[src/rtl/rst_seq_pkg.sv]
// Shared types and width helpers for the reset sequencer.
// The RST_SEQ_REVERSE_ASSERT_EN build uses the SHUTDOWN state; otherwise it is never entered.
package rst_seq_pkg;

   typedef enum logic [2:0] {
      HOLD,
      WAIT_RDY,
      DONE,
      ERROR,
      SHUTDOWN
   } state_t;

   localparam int MAX_STAGES = 8;

   // Counter must reach max(hold, timeout) - 1; never narrower than one bit.
   function automatic int cnt_width(input int hold, input int timeout);
      int m;
      m = (hold > timeout) ? hold : timeout;
      return (m > 1) ? $clog2(m) : 1;
   endfunction

   function automatic int idx_width(input int n);
      return (n > 1) ? $clog2(n) : 1;
   endfunction

endpackage

[src/rtl/rst_seq_timer.sv]
// Up-counter with synchronous clear and terminal-count compare, shared by the hold
// interval and the per-stage ready timeout.
module rst_seq_timer #(
   parameter int W = 4
) (
   input  logic         clk,
   input  logic         rst,
   input  logic         clr,
   input  logic         inc,
   input  logic [W-1:0] tc_val,
   output logic         tc
);

   logic [W-1:0] count;

   always_ff @(posedge clk or posedge rst) begin
      if (rst) begin
         count <= '0;
      end else if (clr) begin
         count <= '0;
      end else if (inc) begin
         count <= count + 1'b1;
      end
   end

   assign tc = (count == tc_val);

endmodule

[src/rtl/reset_sequencer.sv]
// Releases subsystem resets one stage at a time after a hold interval, waiting for each ready ack.
// Define RST_SEQ_REVERSE_ASSERT_EN to re-assert stages highest-first on a soft reset request.
module reset_sequencer
   import rst_seq_pkg::*;
#(
   parameter int NUM_STAGES     = 4,
   parameter int HOLD_CYCLES    = 16,
   parameter int TIMEOUT_CYCLES = 1024
) (
   input  logic                                 clk,
   input  logic                                 rst,
   input  logic                                 soft_rst_req,
   input  logic [NUM_STAGES-1:0]                stage_ready,
   output logic [NUM_STAGES-1:0]                stage_rst,
   output logic                                 all_released,
   output logic                                 busy,
   output logic                                 timeout_err,
   output logic [idx_width(NUM_STAGES)-1:0]     err_stage
);

   localparam int CW = cnt_width(HOLD_CYCLES, TIMEOUT_CYCLES);
   localparam int IW = idx_width(NUM_STAGES);
   localparam logic [CW-1:0] HOLD_TC  = CW'(HOLD_CYCLES - 1);
   localparam logic [CW-1:0] TO_TC    = CW'(TIMEOUT_CYCLES - 1);
   localparam logic [IW-1:0] IDX_LAST = IW'(NUM_STAGES - 1);

   state_t                state_q, state_n;
   logic [IW-1:0]         idx_q, idx_n;
   logic [NUM_STAGES-1:0] stage_rst_d;
   logic                  all_released_d, busy_d, timeout_err_d;
   logic [IW-1:0]         err_stage_d;
   logic                  clr, inc, tc;
   logic [CW-1:0]         tc_val;

   rst_seq_timer #(.W(CW)) u_timer (
      .clk    (clk),
      .rst    (rst),
      .clr    (clr),
      .inc    (inc),
      .tc_val (tc_val),
      .tc     (tc)
   );

`ifdef RST_SEQ_REVERSE_ASSERT_EN
   // Current stage_rst with its highest released bit re-asserted.
   logic [NUM_STAGES-1:0] shut_step;
   logic                  shut_found;

   always_comb begin
      shut_step  = stage_rst;
      shut_found = 1'b0;
      for (int i = NUM_STAGES - 1; i >= 0; i--) begin
         if (!shut_found && !stage_rst[i]) begin
            shut_step[i] = 1'b1;
            shut_found   = 1'b1;
         end
      end
   end
`endif

   always_comb begin
      state_n        = state_q;
      idx_n          = idx_q;
      stage_rst_d    = stage_rst;
      all_released_d = all_released;
      busy_d         = busy;
      timeout_err_d  = timeout_err;
      err_stage_d    = err_stage;
      clr            = 1'b0;
      inc            = 1'b0;
      tc_val         = (state_q == HOLD) ? HOLD_TC : TO_TC;

      case (state_q)
         HOLD: begin
            if (tc) begin
               state_n        = WAIT_RDY;
               idx_n          = '0;
               stage_rst_d[0] = 1'b0;
               clr            = 1'b1;
            end else begin
               inc = 1'b1;
            end
         end
         WAIT_RDY: begin
            // A ready ack takes precedence over a timeout in the same cycle.
            if (stage_ready[idx_q]) begin
               if (idx_q == IDX_LAST) begin
                  state_n        = DONE;
                  stage_rst_d    = '0;
                  all_released_d = 1'b1;
                  busy_d         = 1'b0;
               end else begin
                  idx_n              = idx_q + 1'b1;
                  stage_rst_d[idx_n] = 1'b0;
                  clr                = 1'b1;
               end
            end else if (tc) begin
               state_n       = ERROR;
               timeout_err_d = 1'b1;
               err_stage_d   = idx_q;
               busy_d        = 1'b0;
            end else begin
               inc = 1'b1;
            end
         end
`ifdef RST_SEQ_REVERSE_ASSERT_EN
         SHUTDOWN: begin
            stage_rst_d = shut_step;
            if (&shut_step) begin
               state_n = HOLD;
               clr     = 1'b1;
            end
         end
`endif
         default: ;
      endcase

`ifdef RST_SEQ_REVERSE_ASSERT_EN
      if (soft_rst_req && state_q != SHUTDOWN) begin
         stage_rst_d = shut_step;
         state_n     = (&shut_step) ? HOLD : SHUTDOWN;
`else
      if (soft_rst_req) begin
         stage_rst_d = '1;
         state_n     = HOLD;
`endif
         idx_n          = '0;
         clr            = 1'b1;
         inc            = 1'b0;
         all_released_d = 1'b0;
         busy_d         = 1'b1;
         timeout_err_d  = 1'b0;
         err_stage_d    = '0;
      end
   end

   always_ff @(posedge clk or posedge rst) begin
      if (rst) begin
         state_q      <= HOLD;
         idx_q        <= '0;
         stage_rst    <= '1;
         all_released <= 1'b0;
         busy         <= 1'b1;
         timeout_err  <= 1'b0;
         err_stage    <= '0;
      end else begin
         state_q      <= state_n;
         idx_q        <= idx_n;
         stage_rst    <= stage_rst_d;
         all_released <= all_released_d;
         busy         <= busy_d;
         timeout_err  <= timeout_err_d;
         err_stage    <= err_stage_d;
      end
   end

endmodule
[config.mk]
export PLATFORM = sky130hd
export DESIGN_NAME = reset_sequencer
export DESIGN_NICKNAME = d
export VERILOG_FILES = /design/src/rtl/rst_seq_pkg.sv /design/src/rtl/rst_seq_timer.sv /design/src/rtl/reset_sequencer.sv
export SDC_FILE = /design/constraint.sdc
export NUM_CORES = 1
export LEC_CHECK = 0
export ABC_AREA = 1
export CAP_MARGIN = 25
export CORE_UTILIZATION = 25
export CTS_CLUSTER_SIZE = 25
export DETAILED_ROUTE_END_ITERATION = 16
export GPL_TIMING_DRIVEN = 0
export HOLD_SLACK_MARGIN = 0.12
export PLACE_DENSITY = 0.51
export SLEW_MARGIN = 10
export SYNTH_ARGS = -nofsm -noshare
export SYNTH_HDL_FRONTEND = slang
export SYNTH_SLANG_ARGS = --single-unit
[constraint.sdc]
create_clock -name clk -period 3.1 [get_ports clk]
set_input_delay 0.465 -clock clk [delete_from_list [all_inputs] [get_ports clk]]
set_output_delay 0.465 -clock clk [all_outputs]
set_load 0.02 [all_outputs]
==> Word level (Yosys, flattened, before mapping) <==
Cells that the tools add are included.
{ "classes": {"n_addsub": 2, "n_mul": 0, "div_mod_pow": 0, "magnitude_cmp": 3, "eq_ne": 10, "shifts": 0, "n_mux": 49, "bitwise_logic": 2, "reduce_logical": 16} }
{ "ops": {"columns": ["operator", "count"], "rows": [
  ["$mux W10", 3],
  ["$mux W1", 22],
  ["$mux W3", 6],
  ["$mux W2", 8],
  ["$mux W4", 3],
  ["$reduce_and A3 Y1", 4],
  ["$add A10 B1 Y10 const B", 1],
  ["$eq A10 B10 Y1", 1],
  ["$reduce_bool A2 Y1", 5],
  ["$ne A3 B3 Y1 const B", 3],
  ["$ne A4 B4 Y1 const B", 2],
  ["$reduce_and A4 Y1", 2],
  ["$lt A2 B3 Y1 const B", 2],
  ["$pmux W1 S2", 3],
  ["$pmux W3 S2", 1],
  ["$reduce_bool A3 Y1", 2],
  ["$and A4 B4 Y4", 1],
  ["$not A4 Y4", 1],
  ["$pmux W2 S2", 1],
  ["$eq A3 B1 Y1 const B", 1],
  ["$logic_not A3 Y1", 1],
  ["$ne A3 B2 Y1 const B", 1],
  ["$add A2 B1 Y2 const B", 1],
  ["$bmux W1 S2", 1],
  ["6 further kinds", 6]
]} }
{ "totals": {"regBits": 24, "latch_bits": 0, "mem_bits_rw": 0, "romBits": 0, "input_bits": 7, "out_inout_bits": 9, "wordCells": 91, "memories": 0} }

==> Depth between registers and ports, before layout <==
Gate-level depths: netlist (run 1).
{ "logic_depth": {"word_depth": 11, "mapped_depth": 11, "ltp_nobuf": 10} }

==> Hierarchy <==
A second synthesis (run 1) with hierarchy kept.
{ "unflattened": {"hier_cells": 191, "hier_area_um2": 1481.4} }
{ "by_module_without_submodules": {"columns": ["mod", "n_inst", "cells_per_inst", "area_per_inst_um2", "seq_area_each_um2"], "rows": [
  ["reset_sequencer", 1, 95, 778.2, 331.6],
  ["rst_seq_timer", 1, 96, 703.2, 250.2]
]} }

==> Worst setup path after synthesis (run 1) <==
Ideal clock, no wire load.
{ "synth_timing": {"kind": "register to register", "from": "register u_timer.count[0]", "to": "register u_timer.count[0]", "setup_time_ps": 117, "arrival_time_ps": 1305, "slack_ps": 1678, "stages_incl_launch_ff": 10, "synth_period_minus_slack_ps": 1422, "cell_sequence": "dfrtp_1 ha_1 nand2_1 nor2_4 nand3_2 nand2_4 nand2_4 buf_6 nand3_1 nand2_1"} }
{ "synth_via": {"elab_chain_cells": 6, "word_cells_on_any_way": 12} }
{ "synth_lines": {"columns": ["element", "line_no", "rtl"], "rows": [
  ["from (decl)", "rst_seq_timer.sv:14", "logic [W-1:0] count;"],
  ["from (signal assigned)", "rst_seq_timer.sv:22", "count <= count + 1'b1;"],
  ["$eq A10 B10 Y1", "rst_seq_timer.sv:26", "assign tc = (count == tc_val);"],
  ["$mux W1", "reset_sequencer.sv:75, reset_sequencer.sv:97", null],
  ["$mux W1", "reset_sequencer.sv:86", "if (stage_ready[idx_q]) begin"],
  ["$pmux W1 S2", "reset_sequencer.sv:73", "case (state_q)"],
  ["$mux W1", "reset_sequencer.sv:123", "if (soft_rst_req) begin"],
  ["$reduce_bool A2 Y1 (no source line)", null, null]
]} }
Several ways; a longest one is shown, not always the timed one. The select of a mux whose other input is x is not followed.
A chain may end at the register's enable or synchronous reset.

==> Worst setup path in the final report (run 1) <==
{ "layout_timing": {"from": "register stage_rst[0]", "to": "output port stage_rst[0]"} }
{ "layout_lines": {"columns": ["element", "line_no", "rtl"], "rows": [
  ["from (decl)", "reset_sequencer.sv:14", "output logic [NUM_STAGES-1:0] stage_rst,"],
  ["from (signal assigned)", "reset_sequencer.sv:149", "stage_rst <= stage_rst_d;"]
]} }
No word-level cell between the ends.

==> results.toml, run 1 <==
[outcome]
run_status = "completed"

[drt]
detail-route-antenna-nets = 0
vias_per_cell = 4.36
routed_wire_length_per_instance_um = 11.4
num_vias = 1237
routed_wl_um = 3230
detail_route.drc_violations = 0
detailedRoute.firstIterationViolations = 48
router_iterations_before_antenna_repair = 4

[global_routing]
grt_first_pass_wirelength_um = 5740
global_route.usage.total_pct = 11.8
antenna_found_initial = 0
number_of_global_route_vias_before_repair = 1187
grt_start_max_net_pins = 24
grt-ovfl-total = 0

[timing]
final_critical_delay_including_setup_and_external_delays_ps = 1900
finalCritPeriodShare_pct = 61.3
relSlewSlack_pct = 72.2
clock-skew-final_ps = 10.1
setup_tns_ps = 0
max_slew.worst_pin.slew_ps = 417
count_of_endpoints_failing_hold_in_the_final_timing_report = 0
timing.final.setup_violations = 0
fmax_mhz = 526
timing.final.max_slew_violations = 0
rsz_0062_raised_after_global_routing = "no"

[clock_tree]
ctsLongestPathBuffers = 2
post_cts_resize_count = 0
worst_skew_pair.late_latency_ps = 270
cts.htree.levels = 1
clk_pin_slew_worst_paths_ps = 100
tritoncts_num_sinks = 23
numCtsBuffers = 3
cts.hold.buffers_added = 0
cts_tree = "done"
total_setup_buffers_inserted_after_cts = 0
cts_root_buf = "sky130_fd_sc_hd__clkbuf_8"

[layout]
fin_nets = 225
post_route_cells_drive_above_1_share_pct = 16.0
utilization_pct = 31.6
num-fill-cells = 612
fin_area_um2 = 1760
num_antenna_cells = 0
syn2layout_area_growth_pct = 20.9

[setup_path]
timing.critical_path.slowest_stage_cell = "sky130_fd_sc_hd__clkdlybuf4s50_1"
cell_breakdown_of_the_critical_path = "clkdlybuf4s50_1"
worst-path-max-fanout = 3
cp.buffers_inverters = 1
worst_setup_path_start_kind = "flop"
required_time_reported_for_the_critical_path_endpoint_ps = 2630
max_stage_delay_ps = 600
setup.worst_path.start = "stage_rst[0]"
timing_worst_setup_path_type = "flop to output port"
worstReg2RegStart = "idx_q[0]"
timing.critical_path.arrival_ps = 1440
end_kind = "output port"
crit_family = "buffers and inverters"

[synth]
most_frequently_used_flop_master_after_synthesis = "sky130_fd_sc_hd__dfrtp_1"
synth_edf_count = 0
ys_async_sr_fraction_pct = 100
postSynthCellCount = 193
synth.ff_latch_count = 23
synth_warnings = 0
syn_area_per_cell_um2 = 7.55
post_synthesis_instance_area_um2 = 1460
mappedNetlistNets = 205
ys_types = 25
synth_seq_area_share_pct = 39.9

[power]
combPwrFrac_pct = 41.9
intPower_mw = 0.621
power_frac_clock_pct = 18.6
total_power_mw = 1.06
peakVddDrop_v = 0.000200
power.density_cell_area_nw_per_um2 = 600
power.leakage_nw = 0.849
net_switching_power_mw = 0.435
seq_power_share_pct = 39.5
switching_share_pct = 41.2

[placement]
dp_hpwl_um = 2370
placed_cell_area_um2 = 1690
place_congestion = 0.767
portBuffers = 14

[hold_path]
hold_path.startpoint = "soft_rst_req"
hp-class = "primary input to flop"

[die]
floorplan.initialDensity_pct = 26.2
rows = 27
chip_height_um = 78.4
fp.coreArea_um2 = 5570
floorplan.die_area_um2 = 6140
ioPinCount = 16
die-width_um = 78.4

[run]
drv_cap = 0
## registers in the layout, indices dropped and copies added, names as in the netlist
name / flops
err_stage: 2
state_q: 2
u_timer.count: 10
busy: 1
stage_rst: 4
timeout_err: 1
all_released: 1
idx_q: 2
## routing by layer
| metal | wire, um | up-vias | track usage [%] |
|---|---|---|---|
| met5 | 0 | - | 0 |
| met1 | 1660 | 569 | 16.5 |
| met4 | 44 | 0 | 4.26 |
| met2 | 1470 | 15 | 18.6 |
| li1 | - | 648 | - |
| met3 | 53 | 5 | 1.51 |
## final cells by class
| type | instances | area (um^2) | area share (%) |
|---|---|---|---|
| Clock buffer | 3 | 41.3 | 2.34 |
| Clock inverter | 1 | 5.00 | 0.284 |
| Multi-Input combinational cell | 142 | 746 | 42.3 |
| Buffer | 5 | 43.8 | 2.49 |
| Timing Repair Buffer | 15 | 168 | 9.52 |
| Sequential cell | 23 | 582 | 33.0 |
| Tap cell | 72 | 90.1 | 5.11 |
| Inverter | 23 | 86.3 | 4.90 |
## cell usage in the layout (no fill, tap or decap), types with 2 or more instances in the layout
master                            instances
sky130_fd_sc_hd__nor2_4                   2
sky130_fd_sc_hd__nor2_2                   2
sky130_fd_sc_hd__nand3_1                 28
sky130_fd_sc_hd__dfstp_2                  5
sky130_fd_sc_hd__ha_1                     5
sky130_fd_sc_hd__dfrtp_1                 18
sky130_fd_sc_hd__clkbuf_8                 3
sky130_fd_sc_hd__inv_1                   18
sky130_fd_sc_hd__xor2_1                   7
sky130_fd_sc_hd__nand2_4                  2
sky130_fd_sc_hd__nand2_2                  4
sky130_fd_sc_hd__nand2_1                 53
sky130_fd_sc_hd__o21ai_0                  8
sky130_fd_sc_hd__inv_2                    4
sky130_fd_sc_hd__a21oi_1                  3
sky130_fd_sc_hd__nor2_1                  18
sky130_fd_sc_hd__nand3_2                  2
sky130_fd_sc_hd__buf_6                    3
sky130_fd_sc_hd__clkdlybuf4s50_1         14
sky130_fd_sc_hd__o21ai_2                  3
sky130_fd_sc_hd__nor3_1                   2
## cell usage after synthesis, types with 4 or more instances
library cell	number	share of area, %
sky130_fd_sc_hd__o21ai_0	8	2.7
sky130_fd_sc_hd__inv_1	18	4.6
sky130_fd_sc_hd__ha_1	5	4.3
sky130_fd_sc_hd__dfstp_2	5	9.0
sky130_fd_sc_hd__xor2_1	7	4.2
sky130_fd_sc_hd__dfrtp_1	18	31
sky130_fd_sc_hd__nor2_1	18	4.6
sky130_fd_sc_hd__inv_2	4	1.0
sky130_fd_sc_hd__nand2_1	53	14
sky130_fd_sc_hd__nand2_2	4	1.7
sky130_fd_sc_hd__nand3_1	28	9.6
## power groups by stage
stage	sequential, mW	combinational (mW)	clock (mW)
after global placement	0.424	0.443	0
after CTS	0.418	0.447	0.207
final	0.418	0.442	0.197
after global routing	0.428	0.505	0.218
after detailed placement	0.423	0.445	0
after floorplan	0.440	0.299	0
## per-stage QoR
step           instances  hold slack, ps  worst slack, ps
6_report             284             455             1200
5_1_grt              284             459             1160
4_1_cts              283             450             1180
3_5_place_dp         279             454             1160
3_3_place_gp         279             454             1160
2_1_floorplan        193             463             1680
## kinds of logic (layout without fill, tap and decap cells)
logic type,Yosys count,in the layout,synth area share [%]
AND/OR/NAND/NOR,114,114,36.1
buffers and inverters,28,47,8.93
adder cells (fa/ha/maj),5,5,4.29
XOR/XNOR,8,8,4.81
flip-flops,23,23,39.9
AO/OA/AOI/OAI,15,15,6.01
## worst paths after layout
kind                       cells past startpoint  slack [ps]                to
setup / recovery                               1        1200      stage_rst[0]
hold / removal                                 2         450      all_released
setup reg to reg                               9        1500  u_timer.count[2]
hold reg to reg                                2         470              busy
max in group asynchronous                      3        2120              busy
min in group asynchronous                      2         470      err_stage[0]
Power figures use the tool's default switching activity.
==> run 2, diff against run 1 <==
--- a/config.mk
+++ b/config.mk
@@ -12,7 +12,7 @@
 export DETAILED_ROUTE_END_ITERATION = 16
 export GPL_TIMING_DRIVEN = 0
 export HOLD_SLACK_MARGIN = 0.12
-export PLACE_DENSITY = 0.51
+export PLACE_DENSITY = 0.52
 export SLEW_MARGIN = 10
 export SYNTH_ARGS = -nofsm -noshare
 export SYNTH_HDL_FRONTEND = slang
==> constraint.sdc (replaced) <==
create_clock -name clk -period 1.6 [get_ports clk]
set_input_delay 0.24 -clock clk [delete_from_list [all_inputs] [get_ports clk]]
set_output_delay 0.24 -clock clk [all_outputs]
set_load 0.02 [all_outputs]
==> run 2 against run 1 <==
  * Die area did not move
  * Register-to-register slack got worse by 1400 ps
  * Critical endpoint is now u_timer.count[3]
  * Critical path type is now flop to flop
  * Power rose by 100%
  * Flip-flop and latch count did not move
  * Sequential share of layout area fell by 0.86 points
  * First-iteration DRC count rose by 29%
  * Non-clock buffer count rose by 5
  * Cell count rose by 1.8%
  * Worst hold slack got worse by 220 ps
==> results.toml, run 2 (synthesis gave the netlist of run 1 again) <==
[power]
power_frac_clock_pct = 17.8
net_switching_power_mw = 0.885
peakVddDrop_v = 0.000463
intPower_mw = 1.25
seq_power_share_pct = 38.0
power.density_cell_area_nw_per_um2 = 1170
combPwrFrac_pct = 44.2
power.leakage_nw = 0.863
switching_share_pct = 41.5

[timing]
timing.final.setup_violations = 0
timing.final.max_slew_violations = 0
max_slew.worst_pin.slew_ps = 472
setup_tns_ps = 0
relSlewSlack_pct = 68.5
clock-skew-final_ps = 3.80
finalCritPeriodShare_pct = 94.2
worst_hold_slack_ps = 238
fmax_mhz = 663
final_critical_delay_including_setup_and_external_delays_ps = 1510
count_of_endpoints_failing_hold_in_the_final_timing_report = 0

[placement]
dp_hpwl_um = 2330
portBuffers = 14
numPlacedInstances = 279
place_congestion = 0.763
placed_cell_area_um2 = 1690

[clock_tree]
numCtsBuffers = 3
cts_tree = "done"
cts_root_buf = "sky130_fd_sc_hd__clkbuf_8"
clk_pin_slew_worst_paths_ps = 90
worst_skew_pair.late_latency_ps = 270
ctsLongestPathBuffers = 2
cts.hold.buffers_added = 0
tritoncts_num_sinks = 23
cts.htree.levels = 1

[setup_path]
ff2ff_setup_slack_ps = 90
timing.critical_path.arrival_ps = 1670
worst-path-max-fanout = 10
worst_setup_path_start_kind = "flop"
reg2reg_depth = 9
required_time_reported_for_the_critical_path_endpoint_ps = 1770
timing_worst_setup_path_type = "flop to flop"
end_kind = "flop"
r2r-end = "u_timer.count[3]"
worstReg2RegStart = "u_timer.count[1]"

[layout]
syn2layout_area_growth_pct = 25.2
largest_registers = "u_timer.count: 10 flops, stage_rst: 4 flops"
regMostFlops = "u_timer.count"
fin_nets = 230
post_route_cells_drive_above_1_share_pct = 22.1
final_cell_mix = "sky130_fd_sc_hd__nand2_1, sky130_fd_sc_hd__nand3_1, sky130_fd_sc_hd__inv_1, sky130_fd_sc_hd__nor2_1, sky130_fd_sc_hd__dfrtp_1"
fin_area_um2 = 1820
finalNonFillerCells = 289
largest_register_ff_count = 10
mostFrequentLayoutCell = "sky130_fd_sc_hd__nand2_1"
num_antenna_cells = 0

[hold_path]
min_delay_path_depth = 2
hold-path-endpoint = "all_released"
hp-class = "primary input to flop"
hold_path.startpoint = "soft_rst_req"

[global_routing]
grt_first_pass_wirelength_um = 5510
grt_start_max_net_pins = 24
grt-ovfl-total = 0
global_route.usage.total_pct = 11.2
antenna_found_initial = 0
number_of_global_route_vias_before_repair = 1157

[die]
chip_height_um = 78.4
die-width_um = 78.4
ioPinCount = 16
floorplan.initialDensity_pct = 26.2
floorplan.die_area_um2 = 6140
rows = 27
fp.coreArea_um2 = 5570

[run]
drv_cap = 0

[drt]
router_iterations_before_antenna_repair = 4
routed_wl_um = 3190
num_vias = 1277
detail_route.drc_violations = 0
detailedRoute.firstIterationViolations = 62
vias_per_cell = 4.42
detail-route-antenna-nets = 0
routed_wire_length_per_instance_um = 11.0

[outcome]
run_status = "completed"
run 2: cell types whose count changed in the layout (fill, tap and decap cells not counted), moves of 2 or more:
cell / before / now
sky130_fd_sc_hd__nand3_1: 28 / 26
sky130_fd_sc_hd__buf_4: 0 / 5
sky130_fd_sc_hd__dfrtp_2: 0 / 4
sky130_fd_sc_hd__dlygate4sd2_1: 0 / 5
sky130_fd_sc_hd__dfrtp_1: 18 / 14
sky130_fd_sc_hd__clkdlybuf4s50_1: 14 / 9
run 2: worst max path at each step:
stage / startpoint / endpoint / slack, ps / cells past startpoint
2_1_floorplan: u_timer.count[0] / u_timer.count[4] / 180 / 9
3_3_place_gp: stage_ready[1] / u_timer.count[0] / -100 / 9
3_5_place_dp: stage_ready[3] / u_timer.count[2] / -80 / 9
4_1_cts: u_timer.count[1] / u_timer.count[2] / 20 / 9
5_1_grt: idx_q[0] / u_timer.count[3] / -5 / 9
6_report: u_timer.count[1] / u_timer.count[3] / 90 / 9
run 2: metal layers:
metal	wire length, um	share of wire, %	GRT usage, %
met2	1430	45	17.4
met3	48	1.5	0.698
met4	44	1.4	3.89
met1	1670	52	16.2
met5	0	0	0
run 2: layout make-up:
type	count	area, um^2
Inverter	23	88.8
Sequential cell	23	587
Tap cell	72	90.1
Fill cell	608	3750
Multi-Input combinational cell	142	783
Clock buffer	4	45.0
Timing Repair Buffer	20	186
Buffer	5	43.8
run 2: critical path: stages, from the launching register on:
cell                      delay (ps)
sky130_fd_sc_hd__dfrtp_1         380
sky130_fd_sc_hd__ha_2            200
sky130_fd_sc_hd__nand2_2          80
sky130_fd_sc_hd__nor2_4          170
sky130_fd_sc_hd__nand3_2         100
sky130_fd_sc_hd__nand2_4         100
sky130_fd_sc_hd__nand2_4          70
sky130_fd_sc_hd__buf_6           150
sky130_fd_sc_hd__nand3_1          80
sky130_fd_sc_hd__nand2_1          50
run 2: per-stage QoR:
stage	worst slack [ps]	power (mW)	util (%)
2_1_floorplan	178	1.43	-
3_3_place_gp	-97.2	1.68	30.3
3_5_place_dp	-82.7	1.68	30.3
4_1_cts	20.7	2.06	31.1
5_1_grt	-4.51	2.31	32.7
6_report	92.4	2.13	32.7
run 2: what timing repair did:
| item | in CTS | in global routing |
|---|---|---|
| setup endpoints to repair | 12 | 18 |
| pin swaps | 0 | 6 |
| setup buffers | 1 | 4 |
| resized for setup | 5 | 14 |
run 2: power groups by stage:
stage                     clock (mW)  sequential (mW)  combinational, mW
after floorplan                    0            0.852              0.580
after global placement             0            0.818              0.858
after detailed placement           0            0.818              0.860
after CTS                      0.392            0.799              0.865
after global routing           0.408            0.830               1.07
final                          0.380            0.811              0.943
==> run 3, diff against run 2 <==
--- a/config.mk
+++ b/config.mk
@@ -7,12 +7,12 @@
 export LEC_CHECK = 0
 export ABC_AREA = 1
 export CAP_MARGIN = 25
-export CORE_UTILIZATION = 25
+export CORE_UTILIZATION = 50
 export CTS_CLUSTER_SIZE = 25
 export DETAILED_ROUTE_END_ITERATION = 16
 export GPL_TIMING_DRIVEN = 0
 export HOLD_SLACK_MARGIN = 0.12
-export PLACE_DENSITY = 0.52
+export PLACE_DENSITY = 0.84
 export SLEW_MARGIN = 10
 export SYNTH_ARGS = -nofsm -noshare
 export SYNTH_HDL_FRONTEND = slang
==> constraint.sdc (replaced) <==
create_clock -name clk -period 1.2 [get_ports clk]
set_input_delay 0.18 -clock clk [delete_from_list [all_inputs] [get_ports clk]]
set_output_delay 0.18 -clock clk [all_outputs]
set_load 0.02 [all_outputs]
==> run 3 against run 2 <==
  * The run now ends with negative setup slack left
  * Worst hold slack got worse by 96 ps
  * Sequential share of layout area decreased by 6.9 points
  * First-iteration DRC count rose to 2.6 times the previous value
  * Utilization up 51 points
  * Register-to-register slack worse by 590 ps
  * Count of clock-buffer cells in the layout unchanged
  * Clock power hardly changed
  * Clock skew rose by 4.5 ps
  * Non-clock buffer count grew 34
  * Die area decreased by 49%
  * Combinational power grew to 2.7 times the previous value
  * Largest cell class unchanged
==> results.toml, run 3 (synthesis gave the netlist of run 1 again) <==
[outcome]
run_status = "complete, but fails checks"
violated_checks = "negative setup slack"

[drt]
vias_per_cell = 5.88
routed_wire_length_per_instance_um = 18.4
detail_route.drc_violations = 0
detailedRoute.firstIterationViolations = 163
detail-route-antenna-nets = 0
router_iterations_before_antenna_repair = 5
num_vias = 1659
routed_wl_um = 5180

[die]
chip_height_um = 56.0
floorplan.initialDensity_pct = 52.9
floorplan.die_area_um2 = 3140
fp.coreArea_um2 = 2760
ioPinCount = 16
die-width_um = 56.0
rows = 19

[placement]
portBuffers = 14
detailedPlace.worstSlack_ps = -448
place_congestion = 0.862
dp_hpwl_um = 2110
placed_cell_area_um2 = 1660

[hold_path]
hp-class = "primary input to asynchronous set/reset pin"

[clock_tree]
cts.htree.levels = 1
ctsLongestPathBuffers = 2
cts_tree = "done"
clk_pin_slew_worst_paths_ps = 140
cts_root_buf = "sky130_fd_sc_hd__clkbuf_4"
numCtsBuffers = 3
tritoncts_num_sinks = 23
worst_skew_pair.late_latency_ps = 320

[layout]
post_route_cells_drive_above_1_share_pct = 52.2
regMostFlops = "u_timer.count"
largest_registers = "u_timer.count: 10 flops, stage_rst: 4 flops"
final_cell_mix = "sky130_fd_sc_hd__nand2_1, sky130_fd_sc_hd__buf_4, sky130_fd_sc_hd__nand3_1"
utilization_pct = 84.2
fin_nets = 264
largest_register_ff_count = 10
num_antenna_cells = 0
fin_area_um2 = 2320
mostFrequentLayoutCell = "sky130_fd_sc_hd__nand2_1"
num-fill-cells = 138
syn2layout_area_growth_pct = 59.2

[power]
switching_share_pct = 44.6
peakVddDrop_v = 0.00136
power_frac_clock_pct = 9.5
seq_power_share_pct = 27.7
net_switching_power_mw = 1.79
combPwrFrac_pct = 62.8
power.leakage_nw = 1.12
intPower_mw = 2.23
power.density_cell_area_nw_per_um2 = 1730

[timing]
max_slew.worst_pin.slew_ps = 454
final_critical_delay_including_setup_and_external_delays_ps = 1690
count_of_endpoints_failing_hold_in_the_final_timing_report = 0
finalCritPeriodShare_pct = 141
relSlewSlack_pct = 69.7
timing.final.setup_violations = 24
timing.final.max_slew_violations = 0
fmax_mhz = 590
clock-skew-final_ps = 8.30
rsz_0062_raised_after_global_routing = "yes"
timing.final.ws_setup_ps = -494

[setup_path]
worst_setup_path_start_kind = "flop"
timing.critical_path.arrival_ps = 1900
r2r-end = "u_timer.count[8]"
reg2reg_depth = 12
worst-path-max-fanout = 5
required_time_reported_for_the_critical_path_endpoint_ps = 1410
worstReg2RegStart = "state_q[0]"
end_kind = "flop"
ff2ff_setup_slack_ps = -490
timing_worst_setup_path_type = "flop to flop"

[global_routing]
grt_start_max_net_pins = 24
antenna_found_initial = 0
grt-ovfl-total = 0
grt_first_pass_wirelength_um = 6760
global_route.usage.total_pct = 27.6
number_of_global_route_vias_before_repair = 1445

[run]
drv_cap = 0
==> run 3: changes by cell type in the layout (fill, tap and decap cells not counted), sizes merged <==
| cell | change |
|---|---|
| clkbuf | +5 |
| dlygate4sd2 | -5 |
| buf | +37 |
| dlygate4sd3 | +1 |
| clkdlybuf4s50 | -4 |
==> run 3: layout make-up <==
class | instances | area [um^2] | share of cell area [%]
clock buffer | 4 | 26.3 | 1.13
sequential | 23 | 587 | 25.3
timing repair buffer | 54 | 508 | 21.9
tap | 31 | 38.8 | 1.67
multi-input combinational | 142 | 1020 | 43.8
buffer | 5 | 51.3 | 2.21
inverter | 23 | 92.6 | 3.99
==> run 3: what timing repair did <==
action,CTS,global route
buffers inserted,27,9
hold endpoints to repair,1,0
hold buffers,1,0
cloned,2,1
gates resized for setup,69,59
pin swaps,19,23
endpoints found under the setup margin,32,32
==> run 3: power groups by stage <==
stage / sequential [mW] / combinational, mW / clock, mW
floorplan: 1.14 / 0.801 / 0
global placement: 1.09 / 1.14 / 0
detailed placement: 1.09 / 1.17 / 0
CTS: 1.05 / 1.79 / 0.382
global route: 1.13 / 2.64 / 0.421
finish: 1.12 / 2.53 / 0.381
==> run 3: worst max-delay path: stages (launching register included) <==
cell and delay (ps):
sky130_fd_sc_hd__dfrtp_2 480, sky130_fd_sc_hd__buf_6 130, sky130_fd_sc_hd__inv_4 60, sky130_fd_sc_hd__nand2_2 50, sky130_fd_sc_hd__nor2_2 130, sky130_fd_sc_hd__nand2_1 100, sky130_fd_sc_hd__nand2_2 130, sky130_fd_sc_hd__nand2_8 80
sky130_fd_sc_hd__nand2_4 70, sky130_fd_sc_hd__nor2_4 50, sky130_fd_sc_hd__buf_6 140, sky130_fd_sc_hd__nand3_1 80, sky130_fd_sc_hd__nand2_1 80
==> run 3: worst max-delay path by stage <==
stage | startpoint | to | slack [ps]
6_report | state_q[0] | u_timer.count[8] | -490
5_1_grt | state_q[0] | u_timer.count[2] | -520
4_1_cts | u_timer.count[0] | u_timer.count[4] | -280
3_5_place_dp | stage_ready[1] | u_timer.count[1] | -450
3_3_place_gp | stage_ready[1] | u_timer.count[0] | -420
2_1_floorplan | u_timer.count[0] | u_timer.count[4] | -220
==> run 3: metal layers <==
metal | wire length [um] | part of all wire (%) | global-route usage, % | vias up
li1 | - | - | - | 725
met1 | 2130 | 41 | 38.3 | 788
met2 | 2340 | 45 | 42.9 | 116
met3 | 482 | 9.3 | 4.65 | 30
met4 | 222 | 4.3 | 11.1 | 0
met5 | 0 | 0 | 0 | -
==> run 3: stage by stage <==
step / hold WS [ps] / setup TNS [ps] / cells / power [mW]
finish: 143 / -8640 / 282 / 4.02
global route: 162 / -9500 / 282 / 4.19
CTS: 130 / -5080 / 272 / 3.23
detailed placement: 453 / -10070 / 238 / 2.26
global placement: 447 / -9910 / 238 / 2.23
floorplan: 178 / -3070 / 193 / 1.94
